**config.mk**
```make
export PLATFORM = sky130hd
export DESIGN_NAME = rotor_stack_engine
export DESIGN_NICKNAME = d
export VERILOG_FILES = /design/src/rtl/rotor_stack_engine.sv
export SDC_FILE = /design/constraint.sdc
export NUM_CORES = 2
export LEC_CHECK = 0
export ABC_AREA = 0
export CAP_MARGIN = 20
export CELL_PAD_IN_SITES_DETAIL_PLACEMENT = 1
export CELL_PAD_IN_SITES_GLOBAL_PLACEMENT = 2
export CORE_ASPECT_RATIO = 1.75
export CORE_MARGIN = 8
export CORE_UTILIZATION = 42
export DETAILED_ROUTE_END_ITERATION = 8
export GPL_TIMING_DRIVEN = 0
export PLACE_DENSITY_LB_ADDON = 0.1
export RECOVER_POWER = 100
export SETUP_SLACK_MARGIN = 0.3
export SLEW_MARGIN = 5
export SYNTH_ARGS = -nofsm -noshare
export SYNTH_HDL_FRONTEND = slang
export SYNTH_SLANG_ARGS = --single-unit
export TNS_END_PERCENT = 20
```
**constraint.sdc**
```tcl
create_clock -name clk -period 76.1 [get_ports clk]
set_input_delay 19.025 -clock clk [delete_from_list [all_inputs] [get_ports clk]]
set_output_delay 19.025 -clock clk [all_outputs]
set_load 0.01 [all_outputs]
```
**src/rtl/rotor_stack_engine.sv**
```systemverilog
// rotor_stack_engine: N-rotor substitution engine with reflector and full double-step stepping.
// Define ROTOR_STACK_PLUGBOARD_EN to add a plugboard stage on input and output.
module rotor_stack_engine #(
  parameter int NUM_ROTORS = 3,
  parameter int ALPHA      = 26,
  parameter int W          = 5,
  parameter int SW         = 3,
  parameter int NOTCH_RST  = 16
) (
  input  logic                  clk,
  input  logic                  reset,
  input  logic                  load,
  input  logic [NUM_ROTORS*W-1:0] pos_in,
  input  logic [NUM_ROTORS*W-1:0] ring_in,
  input  logic [NUM_ROTORS*W-1:0] notch_in,
  input  logic                  wire_we,
  input  logic [SW-1:0]         wire_sel,
  input  logic [W-1:0]          wire_idx,
  input  logic [W-1:0]          wire_val,
  input  logic                  in_valid,
  output logic                  in_ready,
  input  logic [W-1:0]          in_char,
  output logic                  out_valid,
  input  logic                  out_ready,
  output logic [W-1:0]          out_char,
  output logic                  out_err,
  output logic [NUM_ROTORS*W-1:0] pos_out
);
  typedef enum logic [1:0] {IDLE, ENC, OUT} state_t;
  state_t state_q, state_d;
  logic [W-1:0] pos_q [NUM_ROTORS];
  logic [W-1:0] pos_d [NUM_ROTORS];
  logic [W-1:0] ring_q [NUM_ROTORS];
  logic [W-1:0] notch_q [NUM_ROTORS];
  logic [W-1:0] sh [NUM_ROTORS];
  logic [W-1:0] fwd_q [NUM_ROTORS][ALPHA];
  logic [W-1:0] bwd_q [NUM_ROTORS][ALPHA];
  logic [W-1:0] refl_q [ALPHA];
`ifdef ROTOR_STACK_PLUGBOARD_EN
  logic [W-1:0] plug_q [ALPHA];
`endif
  logic [W-1:0] char_q, out_char_q, res, c;
  logic         perr_q, out_err_q, accept, wok;

  function automatic logic inr(input logic [W-1:0] x);
    return {1'b0, x} < (W+1)'(ALPHA);
  endfunction
  function automatic logic [W-1:0] madd(input logic [W-1:0] a, input logic [W-1:0] b);
    logic [W:0] s;
    s = {1'b0, a} + {1'b0, b};
    return s >= (W+1)'(ALPHA) ? W'(s - (W+1)'(ALPHA)) : s[W-1:0];
  endfunction
  function automatic logic [W-1:0] msub(input logic [W-1:0] a, input logic [W-1:0] b);
    return a >= b ? a - b : W'({1'b0, a} + (W+1)'(ALPHA) - {1'b0, b});
  endfunction
  function automatic logic [W-1:0] red(input logic [W-1:0] a);
    return W'({1'b0, a} % (W+1)'(ALPHA));
  endfunction
  function automatic logic [W-1:0] plugmap(input logic [W-1:0] x);
`ifdef ROTOR_STACK_PLUGBOARD_EN
    return plug_q[x];
`else
    return x;
`endif
  endfunction

  assign in_ready  = state_q == IDLE && !load && !wire_we;
  assign accept    = in_valid && in_ready;
  assign out_valid = state_q == OUT;
  assign out_char  = out_char_q;
  assign out_err   = out_err_q;
  assign wok       = wire_we && inr(wire_idx) && inr(wire_val);

  for (genvar i = 0; i < NUM_ROTORS; i++) begin : g_rot
    logic st;
    if (i == 0) begin : g_fast
      assign st = 1'b1;
    end else if (i < NUM_ROTORS - 1) begin : g_mid
      assign st = pos_q[i-1] == notch_q[i-1] || pos_q[i] == notch_q[i];
    end else begin : g_slow
      assign st = pos_q[i-1] == notch_q[i-1];
    end
    assign pos_d[i] = st ? (pos_q[i] == W'(ALPHA - 1) ? '0 : pos_q[i] + 1'b1) : pos_q[i];
    assign sh[i] = msub(pos_q[i], ring_q[i]);
    assign pos_out[i*W +: W] = pos_q[i];
  end

  always_comb begin
    c = plugmap(char_q);
    for (int i = 0; i < NUM_ROTORS; i++) c = msub(fwd_q[i][madd(c, sh[i])], sh[i]);
    c = refl_q[c];
    for (int i = NUM_ROTORS - 1; i >= 0; i--) c = msub(bwd_q[i][madd(c, sh[i])], sh[i]);
    res = plugmap(c);
  end

  always_comb begin
    state_d = load ? IDLE :
              state_q == IDLE ? (accept ? ENC : IDLE) :
              state_q == ENC ? OUT : (out_ready ? IDLE : OUT);
  end

  always_ff @(posedge clk) begin
    if (reset) begin
      for (int r = 0; r < NUM_ROTORS; r++)
        for (int k = 0; k < ALPHA; k++) begin
          fwd_q[r][k] <= W'(k);
          bwd_q[r][k] <= W'(k);
        end
      for (int k = 0; k < ALPHA; k++) refl_q[k] <= W'(k);
`ifdef ROTOR_STACK_PLUGBOARD_EN
      for (int k = 0; k < ALPHA; k++) plug_q[k] <= W'(k);
`endif
    end else if (wok) begin
      for (int r = 0; r < NUM_ROTORS; r++)
        if (wire_sel == SW'(r)) begin
          fwd_q[r][wire_idx] <= wire_val;
          bwd_q[r][wire_val] <= wire_idx;
        end
      if (wire_sel == SW'(NUM_ROTORS)) refl_q[wire_idx] <= wire_val;
`ifdef ROTOR_STACK_PLUGBOARD_EN
      if (wire_sel == SW'(NUM_ROTORS + 1)) begin
        plug_q[wire_idx] <= wire_val;
        plug_q[wire_val] <= wire_idx;
      end
`endif
    end
  end

  always_ff @(posedge clk) begin
    if (reset) begin
      state_q    <= IDLE;
      char_q     <= '0;
      perr_q     <= 1'b0;
      out_char_q <= '0;
      out_err_q  <= 1'b0;
      for (int i = 0; i < NUM_ROTORS; i++) begin
        pos_q[i]   <= '0;
        ring_q[i]  <= '0;
        notch_q[i] <= W'(NOTCH_RST);
      end
    end else begin
      state_q <= state_d;
      if (load) begin
        for (int i = 0; i < NUM_ROTORS; i++) begin
          pos_q[i]   <= red(pos_in[i*W +: W]);
          ring_q[i]  <= red(ring_in[i*W +: W]);
          notch_q[i] <= red(notch_in[i*W +: W]);
        end
      end else if (accept && inr(in_char)) begin
        for (int i = 0; i < NUM_ROTORS; i++) pos_q[i] <= pos_d[i];
      end
      if (accept) begin
        char_q <= in_char;
        perr_q <= !inr(in_char);
      end
      if (state_q == ENC && !load) begin
        out_char_q <= perr_q ? char_q : res;
        out_err_q  <= perr_q;
      end
    end
  end
endmodule

```
# After elaboration in Yosys (flattened, before gate mapping)
# Memory sizes are Yosys's and may differ from the RTL's.
# Cells that the tools add are included.
# op_classes
addsub	42
div_mod_pow	9
n_lt_le_gt_ge	28
n_eq_ne	10
mux	870
n_bitwise	800
reduce_logical	17
# ops
cell	count
2-to-1 mux 1 bit	804
OR 1 bit	792
2-to-1 mux 130 bit	6
2-to-1 mux 5 bit	49
binary-select mux 5 bit (select 5 bit)	6
subtractor 5 bit	18
remainder unit 5 x 5 -> 6 bit, second input constant	9
demux 5 bit (select 5 bit)	2
greater-or-equal comparator 6 bit, second input constant	8
inverter 5 -> 6 bit	8
adder 5 bit, second input constant	9
greater-or-equal comparator 5 bit	9
adder 5 x 5 -> 6 bit	6
greater-or-equal comparator 6 x 5 -> 1 bit, second input constant	6
subtractor 5 bit, second input constant	6
adder 5 x 1 -> 5 bit, second input constant	3
== test 5 bit, second input constant	3
< comparator 5 bit, second input constant	3
< comparator 6 x 1 -> 1 bit, second input constant	2
== test 5 bit	2
logical AND 1 bit	9
== test 3 x 2 -> 1 bit, second input constant	2
2-to-1 mux 2 bit	3
OR reduction 5 bit	1
8 further kinds	10
# word_totals
regBits	14
ramBits	955
input_bits	69
memories	6
# memory_table
name	depth	width	rd	rd_ports_with_merged_regs	wr	line_no	rtl
bwd_q	3	130	3	0	3	37	logic [W-1:0] bwd_q [NUM_ROTORS][ALPHA];
fwd_q	3	130	3	0	3	36	logic [W-1:0] fwd_q [NUM_ROTORS][ALPHA];
refl_q	26	5	1	0	26	38	logic [W-1:0] refl_q [ALPHA];
notch_q	3	5	2	0	3	34	logic [W-1:0] notch_q [NUM_ROTORS];
pos_q	3	5	3	0	3	31	logic [W-1:0] pos_q [NUM_ROTORS];
ring_q	3	5	3	0	3	33	logic [W-1:0] ring_q [NUM_ROTORS];

# Logic depth before layout (Yosys ltp)
# An unclocked memory read counts as a cell.
# logic_depth
word_depth	66
depth_mapped	156
depth_no_buf	139

# Worst setup path before layout
# Ideal clock, no wire load.
# synth_path
path_type	input to output
startpoint	input wire_we
endpoint	output in_ready
arrival_time_ns	19.536
t_required_ns	57.075
setup_slack_ns	37.539
stages	1
path_cell_list	nor4_1
# synth_between
elab_chain_cells	2
# synth_lines
element	line_no	rtl
start, declared	16	input logic wire_we,
logical NOT 1 bit	67	assign in_ready = state_q == IDLE && !load && !wire_we;
logical AND 1 bit	67	
end, declared	21	output logic in_ready,
# No other way between the ends.

==> results.yml <==
finish:
  final_common_cell: "edfxtp_1"
  nNetsFinal: 5367
  drive_above_1_share_pct: 7.33
  layout_common_cells: "edfxtp_1 (980), nand2_1 (835), nor2_1 (762), clkbuf_1 (290), mux2i_1 (152)"
  synthToLayoutAreaGrowth_pct: 12.2
sta:
  fmax_mhz: 23.5
  fin_crit_ps: 42550
  worstMarginPinSlew_ps: 1670
  finalClockSkew_ps: 41.1
  grt_setup_unrepaired: "false"
  slew_headroom_pct: -13.1
  fin_setup_tns_ps: 0
  maxSlewViolCount: 7
  finalSetupViolCount: 0
  hold_viol_final: 0
  period_share_pct: 55.9
global_routing:
  antenna_found_initial: 10
  grt_max_degree: 28
  grt-ovfl-total: 0
  track_usage_pct: 38.9
  grt_first_pass_wirelength_um: 370000
  grt_pass1_vias: 45146
synthesis:
  yosys-top-cells-area: "edfxtp_1 (55%), nand2_1 (5.9%), nor2_1 (5.4%)"
  synth-seq-cells: 994
  synth_top_area_share_pct: 55.3
  synth_top_cell_by_area: "edfxtp_1"
  mappedNetlistArea_um2: 53200
  yosys_warnings: 0
  ys.flop_type: "edfxtp_1"
  yosysSeqAreaShare_pct: 55.8
  syn_inst: 4873
  synth_cell_types: 100
  syn_area_per_cell_um2: 10.9
  async_flop_share_pct: 0
  synth-edff-count: 980
detailed_routing:
  drtAntennaViolNets: 0
  first_iter_violations: 4142
  vias_per_cell: 6.25
  wl_um: 274000
  drc_errors: 0
  drtPass1Iterations: 5
  route.vias.total: 42937
  wl_per_cell_um: 39.9
placed_design:
  dpl.hpwl_um: 220000
  place_congestion: 1.07
  numPortBuffers: 84
critical_path:
  cp-end-kind: "register"
  r2r_slack_ps: 33550
  reg2reg_depth: 137
  path_class: "register to register"
  worst_ep_arrival_time_ps: 43210
  path_max_fanout: 10
  r2r-end: "out_char[4]$_SDFFE_PP0P_"
  crit_slowest_cell: "a211oi_1"
  rr_startpoint: "pos_q[0][1]$_DFFE_PP_"
  slowest_delay_ps: 1010
  critPathLaunchType: "register"
  cp.buffers_inverters: 26
  crit_family: "compound AO/OA/AOI/OAI gates"
  required_ps: 76760
floorplanning:
  io_pins: 92
  core_area_um2: 126000
  initial_utilization_pct: 42.1
  die_y_um: 487
  die-area_um2: 139000
  die_w_um: 285
  rows: 173
outcome:
  outcome: "complete, but fails checks"
  violations: "capacitance limit, slew limit"
clock_tree:
  root_buffer: "clkbuf_16"
  cts_setup_buffers: 0
  clockBufferDepth: 3
  postCtsHoldBufs: 0
  cts_made_buffers: 95
  h-tree-depth: 3
  clkTransAtPathRegs_ps: 70
  clock_latency_ps: 770
  cts_sinks: 994
  cts_tree: "done"
  cts_resized: 0
min_path:
  worstHoldEndpoint: "out_char[2]$_SDFFE_PP0P_"
  min_from: "out_char[2]$_SDFFE_PP0P_"
  hold_depth: 2
  hold_path.class: "register to register"
job:
  cap_violations: 1
==> how the worst max path moves through the flow <==
stage / from / to / slack [ps] / cells after the start
floorplan: wire_we / in_ready / 37540 / 1
global placement: pos_q[0][1]$_DFFE_PP_ / out_char[4]$_SDFFE_PP0P_ / 35250 / 139
detailed placement: pos_q[0][1]$_DFFE_PP_ / out_char[4]$_SDFFE_PP0P_ / 35030 / 138
CTS: pos_q[0][1]$_DFFE_PP_ / out_char[4]$_SDFFE_PP0P_ / 34850 / 138
global route: pos_q[0][1]$_DFFE_PP_ / out_char[4]$_SDFFE_PP0P_ / 31460 / 139
finish: pos_q[0][1]$_DFFE_PP_ / out_char[4]$_SDFFE_PP0P_ / 33550 / 137
==> registers in the layout, summed over array words and instances, names as in the netlist <==
name and flops:
out_err 1, refl_q 160, char_q 5, perr_q 1
ring_q 15, pos_q 15, state_q 2, fwd_q 390
bwd_q 390, out_char 5, notch_q 10
==> cell usage after synthesis, types with 11 or more instances <==
| master | n |
|---|---|
| edfxtp_1 | 980 |
| nand2_1 | 835 |
| nor2_1 | 766 |
| clkbuf_1 | 255 |
| mux2i_1 | 152 |
| a21o_1 | 150 |
| ha_1 | 141 |
| inv_1 | 134 |
| nand3_1 | 127 |
| a21oi_1 | 106 |
| o21ai_0 | 99 |
| mux4_2 | 71 |
| o21bai_1 | 70 |
| o22ai_1 | 64 |
| nor3_1 | 61 |
| xnor2_1 | 48 |
| xor2_1 | 45 |
| mux2_2 | 43 |
| a31oi_1 | 42 |
| a211oi_1 | 41 |
| and3_1 | 35 |
| fa_1 | 33 |
| buf_1 | 28 |
| o2111ai_1 | 27 |
| a22oi_1 | 26 |
| buf_2 | 24 |
| nand4_1 | 23 |
| and2_1 | 22 |
| nand2b_1 | 22 |
| a32o_1 | 21 |
| or3_1 | 21 |
| o31ai_1 | 18 |
| a2111oi_0 | 17 |
| a22o_1 | 15 |
| o221ai_1 | 15 |
| dfxtp_1 | 14 |
| o21a_1 | 14 |
| a211o_1 | 13 |
| o31a_1 | 13 |
| nor3b_1 | 12 |
| nor2b_1 | 11 |
| nor4_1 | 11 |
==> metal layers <==
| layer | wire length, um | global-route usage [%] |
|---|---|---|
| met5 | 27 | 0.0347 |
| met1 | 80700 | 35.1 |
| met2 | 136000 | 68.0 |
| met4 | 41900 | 45.7 |
| met3 | 14900 | 6.81 |
==> stage by stage <==
| step | cell area (um^2) | hold WS (ps) | setup WS [ps] | util, % | cells |
|---|---|---|---|---|---|
| global route | 59700 | 482 | 31460 | 47.2 | 6861 |
| finish | 59700 | 456 | 33550 | 47.2 | 6868 |
| global placement | 56200 | 446 | 35250 | 44.5 | 6648 |
| detailed placement | 56700 | 453 | 35030 | 44.8 | 6680 |
| floorplan | 53300 | 449 | 37540 | - | 4902 |
| CTS | 59600 | 463 | 34850 | 47.2 | 6849 |
==> worst reg2reg max path, delay by kind of cell (launching register included) <==
| kind | cells | cell delay, ps |
|---|---|---|
| compound gates | 58 | 16380 |
| buf+inv | 26 | 8650 |
| fa+ha+maj | 18 | 7450 |
| xor+xnor | 11 | 4200 |
| simple gates | 20 | 3700 |
| mux | 4 | 1580 |
| flops | 1 | 530 |
==> area by class of cell <==
type                            instances  area (um^2)
Multi-Input combinational cell       3453        21900
Inverter                              136          510
Clock buffer                          110         2490
Sequential cell                       994        29700
Timing Repair Buffer                  125         1240
Antenna cell                           10         25.0
Tap cell                             1662         2080
Buffer                                319         1270
Clock inverter                         59          478
Fill cell                           13745        66700
==> logic make-up (layout without fill, tap and decap cells) <==
kind of cell	after synthesis	after routing	share of synthesized area [%]
adders and majority gates	175	175	4.58
and+or+nand+nor	2004	2004	15.8
muxes	268	268	6.82
DFF	994	994	55.8
buffers and inverters	455	749	3.35
other	1	40	0.00705
AOI/OAI and AO/OA	882	882	12.0
xor gates and xnor gates	94	94	1.56
Power is not shown: default switching activity piles up to over one toggle a cycle in this logic, so the estimate is an artifact.
